[config.mk]
export PLATFORM = sky130hd
export DESIGN_NAME = if_stage
export DESIGN_NICKNAME = d
export VERILOG_FILES = /design/src/rtl/if_stage.sv
export SDC_FILE = /design/constraint.sdc
export NUM_CORES = 1
export LEC_CHECK = 0
export ABC_CLOCK_PERIOD_IN_PS = 1700
export BUFFER_PORTS_ARGS = -buffer_cell sky130_fd_sc_hd__buf_2
export CAP_MARGIN = 20
export CORE_MARGIN = 2
export CORE_UTILIZATION = 44
export CTS_BUF_LIST = sky130_fd_sc_hd__clkbuf_16
export DETAILED_ROUTE_END_ITERATION = 7
export PLACE_DENSITY = 0.75
export SYNTH_ARGS = -nofsm -noshare
export SYNTH_HDL_FRONTEND = slang
export SYNTH_SLANG_ARGS = --single-unit
[constraint.sdc]
create_clock -name clk -period 1.7 [get_ports clk]
set_input_delay 0.255 -clock clk [delete_from_list [all_inputs] [get_ports clk]]
set_output_delay 0.255 -clock clk [all_outputs]
set_load 0.02 [all_outputs]
[src/rtl/if_stage.sv]
// Instruction-fetch stage: owns the PC, addresses instruction memory and fills the
// IF/ID register, honouring stall/flush and EX redirects (held across stalls).
//
// state      | meaning
// RUN        | no redirect pending; PC advances or redirects directly
// HOLD_REDIR | redirect accepted while stalled; target waits in pend_pc
module if_stage #(
    parameter int                  PC_WIDTH = 10,
    parameter logic [PC_WIDTH-1:0] RESET_PC = '0,
    parameter logic [31:0]         NOP      = 32'h0000_0000
) (
    input  logic                clk,
    input  logic                rst_n,
    input  logic                stall,
    input  logic                flush,
    input  logic                redirect_valid,
    input  logic [PC_WIDTH-1:0] redirect_pc,
    output logic [PC_WIDTH-1:0] im_pc,
    input  logic [31:0]         im_ins,
    output logic [31:0]         id_ins,
    output logic [PC_WIDTH-1:0] id_pc,
    output logic [PC_WIDTH-1:0] id_pc_plus4,
    output logic                id_valid,
    output logic [15:0]         fetch_count
);

    typedef enum logic {
        RUN        = 1'b0,
        HOLD_REDIR = 1'b1
    } state_t;

    localparam logic [PC_WIDTH-1:0] PC_STEP    = PC_WIDTH'(4);
    localparam logic [PC_WIDTH-1:0] ALIGN_MASK = {{(PC_WIDTH-2){1'b1}}, 2'b00};

    state_t              state, state_nxt;
    logic [PC_WIDTH-1:0] pc_reg, pc_nxt;
    logic [PC_WIDTH-1:0] pend_pc, pend_pc_nxt;
    logic [PC_WIDTH-1:0] pc_plus4;
    logic [PC_WIDTH-1:0] redirect_target;
    logic                redir_taken;

    assign im_pc           = pc_reg;
    assign pc_plus4        = pc_reg + PC_STEP;
    assign redirect_target = redirect_pc & ALIGN_MASK;

    always_ff @(posedge clk or negedge rst_n) begin
        if (!rst_n) begin
            state   <= RUN;
            pc_reg  <= RESET_PC;
            pend_pc <= '0;
        end else begin
            state   <= state_nxt;
            pc_reg  <= pc_nxt;
            pend_pc <= pend_pc_nxt;
        end
    end

    // A fresh unstalled redirect beats both a pending one and sequential fetch.
    always_comb begin
        state_nxt   = state;
        pc_nxt      = pc_reg;
        pend_pc_nxt = pend_pc;
        redir_taken = 1'b0;
        if (redirect_valid && !stall) begin
            pc_nxt      = redirect_target;
            state_nxt   = RUN;
            redir_taken = 1'b1;
        end else if (redirect_valid) begin
            pend_pc_nxt = redirect_target;
            state_nxt   = HOLD_REDIR;
        end else if (!stall && state == HOLD_REDIR) begin
            pc_nxt      = pend_pc;
            state_nxt   = RUN;
            redir_taken = 1'b1;
        end else if (!stall) begin
            pc_nxt      = pc_plus4;
        end
    end

    // The word fetched in a redirect-taken cycle is wrong-path, so it is bubbled.
    always_ff @(posedge clk or negedge rst_n) begin
        if (!rst_n) begin
            id_ins      <= NOP;
            id_pc       <= '0;
            id_pc_plus4 <= '0;
            id_valid    <= 1'b0;
            fetch_count <= '0;
        end else if (flush || (!stall && redir_taken)) begin
            id_ins      <= NOP;
            id_pc       <= '0;
            id_pc_plus4 <= '0;
            id_valid    <= 1'b0;
        end else if (!stall) begin
            id_ins      <= im_ins;
            id_pc       <= pc_reg;
            id_pc_plus4 <= pc_plus4;
            id_valid    <= 1'b1;
            fetch_count <= fetch_count + 16'd1;
        end
    end

endmodule

==> out/qor.json, run 1 <==
{
  "status": {
    "outcome": "finished clean"
  },
  "die": {
    "placement_rows": 32,
    "die_x_um": 92.5,
    "die-area_mm2": 0.00855,
    "pin_count": 126,
    "floorplan.initialDensity_pct": 45.0,
    "core_footprint_mm2": 0.00765,
    "fp.dieH_um": 92.5
  },
  "min_path": {
    "hp-class": "primary input to flop",
    "min_delay_path_depth": 2,
    "min_from": "im_ins[2]"
  },
  "placement": {
    "place.port_buffers": 121,
    "dp_slack_ns": 0.132,
    "place_congestion": 0.800,
    "detailedPlacementHpwl_um": 5490
  },
  "drt": {
    "number_of_vias_after_detailed_routing": 2688,
    "first_iter_violations": 92,
    "drt-vias-per-instance": 5.27,
    "finalWirelength_um": 7920,
    "post-route-drc-count": 0,
    "pre_antenna_drt_iters": 4,
    "route.antenna.remaining_nets": 0,
    "post_drt_wl_per_cell_um": 15.5
  },
  "sta": {
    "layout_setup_ws_ns": 0.123,
    "setup-tns-final_ns": 0,
    "hold_viol": 0,
    "fin_crit_share_pct": 92.8,
    "max_freq_mhz": 634,
    "fin_worst_skew_ns": 0.00596,
    "grt_setup_unrepaired": "false",
    "finalWorstPathRequiredPeriod_ns": 1.58,
    "total_of_endpoints_with_negative_setup_slack_in_the_final_report": 0,
    "slew_limit_fails": 0
  },
  "power_and_ir_drop": {
    "p_leak_nw": 2.38,
    "pwr_cell_area_mw_per_mm2": 1050,
    "ir_drop_mv": 0.579
  },
  "cells_and_area": {
    "share_of_cells_above_drive_strength_1_pct": 38.2,
    "antennaDiodeCount": 0,
    "multi_input_comb_area_mm2": 0.00124,
    "layout.cells.most_common": "buf_2",
    "finalNetCount": 454,
    "most_frequent_cells_in_the_layout": "120 x buf_2, 83 x dfrtp_1, 43 x a22o_1",
    "fillCellCount": 673,
    "syn_to_final_growth_pct": 29.1,
    "final-seq-area_mm2": 0.00208
  },
  "setup_path": {
    "worstSetupPathDepth": 4,
    "cp_num_buf_inv": 0,
    "r2r_end": "fetch_count[10]",
    "worst-setup-path-type": "flop to flop",
    "cp_slowest_cell": "or4_4",
    "timing.critical_path.from_type": "flop",
    "worst-r2r-cell-count": 4,
    "timing_endpoint_of_the_critical_path": "fetch_count[10]",
    "critical_path.cell_chain": "or4_4 > nor3_4 > nand4_1 > xnor2_1",
    "end_kind": "flop",
    "worst_ep_required_time_ns": 1.91,
    "cp_max_fo": 4,
    "slowest_delay_ns": 0.57,
    "regToRegSetupSlack_ns": 0.12,
    "worst_r2r_startpoint": "state",
    "critical_path.top_delay_family": "simple AND/OR/NAND/NOR gates",
    "worstSetupStartpoint": "state",
    "worst_ep_arrival_time_ns": 1.79
  },
  "clock_network": {
    "cts.path.max_buffers": 2,
    "htreeDepth": 3,
    "worst_skew_pair_later_pin_latency_ns": 0.32,
    "tritoncts": "yes",
    "total_clock_buffers_created_by_cts": 9,
    "worst_setup_hold_path_clk_slew_ns": 0.06,
    "ctsRootBufferMaster": "clkbuf_16",
    "numClockSinks": 83
  },
  "global_routing": {
    "grt_start_max_net_pins": 49,
    "initial_antenna_violation_count": 0,
    "groute.usage.overall_pct": 19.0,
    "global_route_wire_length_before_repair_um": 12800,
    "via_count_of_the_first_global_routing_pass": 2551,
    "globalRouteOverflowTotal": 0
  },
  "flow_run": {
    "cap_viol_max_count": 0
  },
  "synthesis": {
    "synth_cell_type_count": 35,
    "post_synth.cell_area_avg_um2": 12.1,
    "synth.yosys.seq_area_share_pct": 60.3,
    "ys.flop_type": "dfrtp_1",
    "synth-seq-cells": 83,
    "syn-cell-area_mm2": 0.00344,
    "async_reset_ff_share_pct": 100,
    "synth_edf_count": 0,
    "synth_cells": 284,
    "yosys_warnings": 0
  }
}
worst min path at each step:
stage / endpoint / slack, ns
finish: id_ins[2] / 0.15
global route: id_ins[2] / 0.14
CTS: id_ins[15] / 0.14
detailed placement: id_pc[4] / 0.15
global placement: id_pc[4] / 0.14
floorplan: fetch_count[0] / -0.04
layer usage:
layer	vias to the layer above	track usage [%]	share of wire [%]
li1	1258	-	-
met1	1323	27.0	45
met2	98	30.0	48
met3	9	4.31	6.5
met4	0	4.60	0.82
met5	-	0	0
cells in the mapped netlist, drive strengths merged, types with 7 or more instances:
cell	instances	share of area, %
buf	12	2.4
nor2	7	0.76
a21oi	8	1.2
o21ai	14	2.0
a22o	43	11
dfrtp	83	60
mux2	8	2.6
xor2	8	2.0
clkbuf	11	1.2
nand2	26	2.8
xnor2	13	3.3
nand3	9	1.3
cell families (layout without fill, tap and decap cells):
logic type                 Yosys count  count (layout)  synth area share (%)
adders and majority gates            2               2                 0.727
AOI/OAI and AO/OA                   73              73                  16.0
DFF                                 83              83                  60.3
other                                1               2                 0.109
xor gates and xnor gates            21              21                  5.34
muxes                               11              11                  3.49
buffers and inverters               28             151                  4.14
and+or+nand+nor                     65              65                  9.85
timing repair:
item                                    4_1_cts  5_1_grt
endpoints found under the hold margin        16        0
buffers inserted                              0        1
resized for setup                             0        0
hold buffers                                  1        0
endpoints found under the setup margin        0        1
cell type report:
class                      instances  share of cell area, %
sequential                        83                   46.7
multi-input combinational        174                   28.0
timing repair buffer             132                   16.4
clock buffer                       9                   5.06
tap                              102                   2.87
clock inverter                     5                  0.535
inverter                           5                  0.422
power breakdown:
group          internal (W)  switching, W  leakage, nW
Combinational      0.000296      0.000439         1.14
Sequential          0.00212      0.000163         1.10
Clock              0.000955      0.000700        0.132
stage by stage:
stage / util (%) / total power [W] / cell area (um^2) / std cells / hold WS [ns]
6_report: 58.1 / 0.00468 / 4450 / 510 / 0.145
5_1_grt: 58.1 / 0.00489 / 4450 / 510 / 0.139
4_1_cts: 58.0 / 0.00473 / 4440 / 509 / 0.136
3_5_place_dp: 54.7 / 0.00306 / 4180 / 494 / 0.150
3_3_place_gp: 54.7 / 0.00303 / 4180 / 494 / 0.144
2_1_floorplan: - / 0.00272 / 3450 / 285 / -0.0406
state kept, by name (all words and copies together), names as in the netlist:
signal,count
id_ins,32
fetch_count,16
id_pc,9
id_pc_plus4,8
im_pc,8
pend_pc,8
id_valid,1
state,1
worst register-to-register path: stages, from the launching register on:
cell     delay (ns)
dfrtp_1        0.42
or4_4          0.57
nor3_4         0.20
nand4_1        0.14
xnor2_1        0.14
Note: power is estimated with default switching activity, not from simulation.
==> run 2: changes to the inputs <==
Settings changed: CORE_MARGIN 2 to unset.
==> run 2 against run 1 <==
  * Count of clock-buffer cells in the layout stayed put
  * Critical path depth did not move
  * Die area decreased by 4.3%
  * Power rose by 11%
  * Clock power rose by 31%
  * Via count grew 0.26%
  * Maximum frequency is 0.46% higher
  * Final area is 2.4% higher
  * Critical path type unchanged
  * Largest cell class unchanged
==> out/qor.json, run 2 (synthesized netlist as in run 1, its figures left out) <==
{
  "status": {
    "outcome": "finished clean"
  },
  "sta": {
    "slew_limit_fails": {"value": 0, "change": "unchanged"},
    "grt_setup_unrepaired": "false",
    "total_of_endpoints_with_negative_setup_slack_in_the_final_report": {"value": 0, "change": "unchanged"},
    "fin_worst_skew": {"value": 0.00861, "unit": "ns", "change": "+0.00266 ns"},
    "setup-tns-final": {"value": 0, "unit": "ns", "change": "unchanged"},
    "finalWorstPathRequiredPeriod": {"value": 1.57, "unit": "ns", "change": "-0.00725 ns"},
    "fin_crit_share": {"value": 92.3, "unit": "%", "change": "-0.43 points"},
    "hold_viol": {"value": 0, "change": "unchanged"},
    "max_freq": {"value": 637, "unit": "MHz", "change": "+0.46%"}
  },
  "placement": {
    "dp_cells": {"value": 493, "change": "-0.20%"},
    "detailedPlacementHpwl": {"value": 5440, "unit": "um", "change": "-0.83%"},
    "place_congestion": {"value": 0.778, "change": "-2.8%"},
    "place.port_buffers": {"value": 121, "change": "unchanged"}
  },
  "clock_network": {
    "cts.path.max_buffers": {"value": 2, "change": "unchanged"},
    "numClockSinks": {"value": 83, "change": "unchanged"},
    "htreeDepth": {"value": 3, "change": "unchanged"},
    "total_clock_buffers_created_by_cts": {"value": 9, "change": "unchanged"},
    "ctsRootBufferMaster": "clkbuf_16",
    "worst_setup_hold_path_clk_slew": {"value": 0.06, "unit": "ns", "change": "about the same"},
    "worst_skew_pair_later_pin_latency": {"value": 0.33, "unit": "ns", "change": "about the same"},
    "tritoncts": "yes"
  },
  "setup_path": {
    "cp_max_fo": {"value": 4, "change": "unchanged"},
    "worst_ep_arrival_time": {"value": 1.78, "unit": "ns", "change": "about the same"},
    "critical_path.cell_chain": "or4_4 > nor3_4 > nand4_1 > xnor2_1",
    "cp_slowest_cell": "or4_4",
    "end_kind": "flop",
    "timing.critical_path.from_type": "flop",
    "cp_num_buf_inv": {"value": 0, "change": "unchanged"},
    "slowest_delay": {"value": 0.55, "unit": "ns", "change": "-0.02 ns"},
    "critical_path.top_delay_family": "simple AND/OR/NAND/NOR gates",
    "worst_ep_required_time": {"value": 1.91, "unit": "ns", "change": "about the same"},
    "worst-setup-path-type": "flop to flop"
  },
  "global_routing": {
    "global_route_wire_length_before_repair": {"value": 13500, "unit": "um", "change": "+5.9%"},
    "via_count_of_the_first_global_routing_pass": {"value": 2680, "change": "+5.1%"},
    "groute.usage.overall": {"value": 20.6, "unit": "%", "change": "+1.6 points"},
    "initial_antenna_violation_count": {"value": 0, "change": "unchanged"},
    "grt_start_max_net_pins": {"value": 53, "change": "+8.2%"},
    "globalRouteOverflowTotal": {"value": 0, "change": "unchanged"}
  },
  "power_and_ir_drop": {
    "power.share.switching": {"value": 26.1, "unit": "%", "change": "-1.8 points"},
    "switchingPower": {"value": 0.00136, "unit": "W", "change": "+4.3%"},
    "ir_drop": {"value": 0.595, "unit": "mV", "change": "+2.7%"},
    "p_leak": {"value": 2.43, "unit": "nW", "change": "+2.0%"},
    "pwr_cell_area": {"value": 1140, "unit": "mW/mm^2", "change": "+8.8%"},
    "internal_power": {"value": 0.00385, "unit": "W", "change": "+14%"},
    "power.share.clock": {"value": 41.9, "unit": "%", "change": "+6.5 points"},
    "power": {"value": 0.00521, "unit": "W", "change": "+11%"},
    "power.share.combinational": {"value": 14.4, "unit": "%", "change": "-1.3 points"},
    "seqPwrFrac": {"value": 43.8, "unit": "%", "change": "-5.1 points"}
  },
  "cells_and_area": {
    "layout.cells.most_common": "buf_2",
    "final_cell_count_no_fill": {"value": 511, "change": "+0.20%"},
    "layout_top_registers": "id_ins: 32 flops, fetch_count: 16 flops, id_pc: 9 flops",
    "largest_register": "id_ins",
    "share_of_cells_above_drive_strength_1": {"value": 39.1, "unit": "%", "change": "+0.84 points"},
    "syn_to_final_growth_pct": 32.3,
    "finalNetCount": {"value": 456, "change": "+0.44%"},
    "fillCellCount": {"value": 610, "change": "-9.4%"},
    "flip_flop_count_of_the_largest_register_after_layout": {"value": 32, "change": "unchanged"},
    "most_frequent_cells_in_the_layout": "120 x buf_2, 83 x dfrtp_1, 43 x a22o_1",
    "antennaDiodeCount": {"value": 0, "change": "unchanged"}
  },
  "die": {
    "placement_rows": {"value": 31, "change": "-3.1%"},
    "floorplan.initialDensity": {"value": 46.5, "unit": "%", "change": "+1.5 points"},
    "core_footprint": {"value": 0.00741, "unit": "mm^2", "change": "-3.1%"},
    "pin_count": {"value": 126, "change": "unchanged"},
    "die-area": {"value": 0.00818, "unit": "mm^2", "change": "-4.3%"},
    "fp.dieH": {"value": 90.5, "unit": "um", "change": "-2.2%"},
    "die_x": {"value": 90.5, "unit": "um", "change": "-2.2%"}
  },
  "drt": {
    "post-route-drc-count": {"value": 0, "change": "unchanged"},
    "first_iter_violations": {"value": 131, "change": "+42%"},
    "number_of_vias_after_detailed_routing": {"value": 2695, "change": "+0.26%"},
    "post_drt_wl_per_cell": {"value": 15.3, "unit": "um", "change": "-1.2%"},
    "finalWirelength": {"value": 7840, "unit": "um", "change": "-1.0%"},
    "route.antenna.remaining_nets": {"value": 0, "change": "unchanged"},
    "drt-vias-per-instance": {"value": 5.27, "change": "about the same"},
    "pre_antenna_drt_iters": {"value": 4, "change": "unchanged"}
  },
  "min_path": {
    "hp-class": "primary input to flop"
  },
  "flow_run": {
    "cap_viol_max_count": {"value": 0, "change": "unchanged"}
  }
}
[run 2: metal layers]
metal / track usage, % / vias up / wire length (um)
li1: - / 1260 / -
met1: 27.7 / 1322 / 3480
met2: 33.6 / 105 / 3840
met3: 4.04 / 8 / 438
met4: 6.85 / 0 / 83
met5: 0 / - / 0
[run 2: power by group through the flow]
stage               sequential (W)  combinational (W)  clock (W)
floorplan                  0.00243           0.000292          0
global placement           0.00230           0.000734          0
detailed placement         0.00231           0.000750          0
CTS                        0.00228           0.000759    0.00223
global route               0.00230           0.000820    0.00231
finish                     0.00228           0.000749    0.00218
[run 2: path summary, 6_finish.rpt]
check	from	endpoint	depth (start not counted)	slack, ns
max in group asynchronous	rst_n	pend_pc[5]	3	0.99
hold / removal	im_ins[0]	id_ins[0]	2	0.14
hold reg to reg	id_valid	id_valid	2	0.47
setup reg to reg	state	fetch_count[10]	4	0.13
setup / recovery	state	fetch_count[10]	4	0.13
min in group asynchronous	rst_n	id_ins[28]	3	0.43
[run 2: repair_timing]
item	in CTS	in global routing
setup buffers	0	1
hold buffers	1	0
endpoints found under the setup margin	0	1
endpoints found under the hold margin	83	0
gates resized for setup	0	1
[run 2: metrics by stage]
stage	util (%)	setup WS, ns	instance area [um^2]	hold slack, ns
after floorplan	-	0.0149	3450	-0.0406
after global placement	56.6	0.146	4190	0.228
after detailed placement	56.6	0.110	4190	0.231
after CTS	61.3	0.0842	4540	0.132
after global routing	61.5	0.0105	4560	0.139
final	61.5	0.130	4560	0.139
[run 2: final cells by class]
cell class | instances | area (um^2) | share of cell area, %
Clock buffer | 9 | 225 | 4.94
Clock inverter | 7 | 116 | 2.55
Inverter | 5 | 18.8 | 0.412
Multi-Input combinational cell | 174 | 1250 | 27.4
Sequential cell | 83 | 2080 | 45.6
Tap cell | 99 | 124 | 2.72
Timing Repair Buffer | 134 | 746 | 16.4
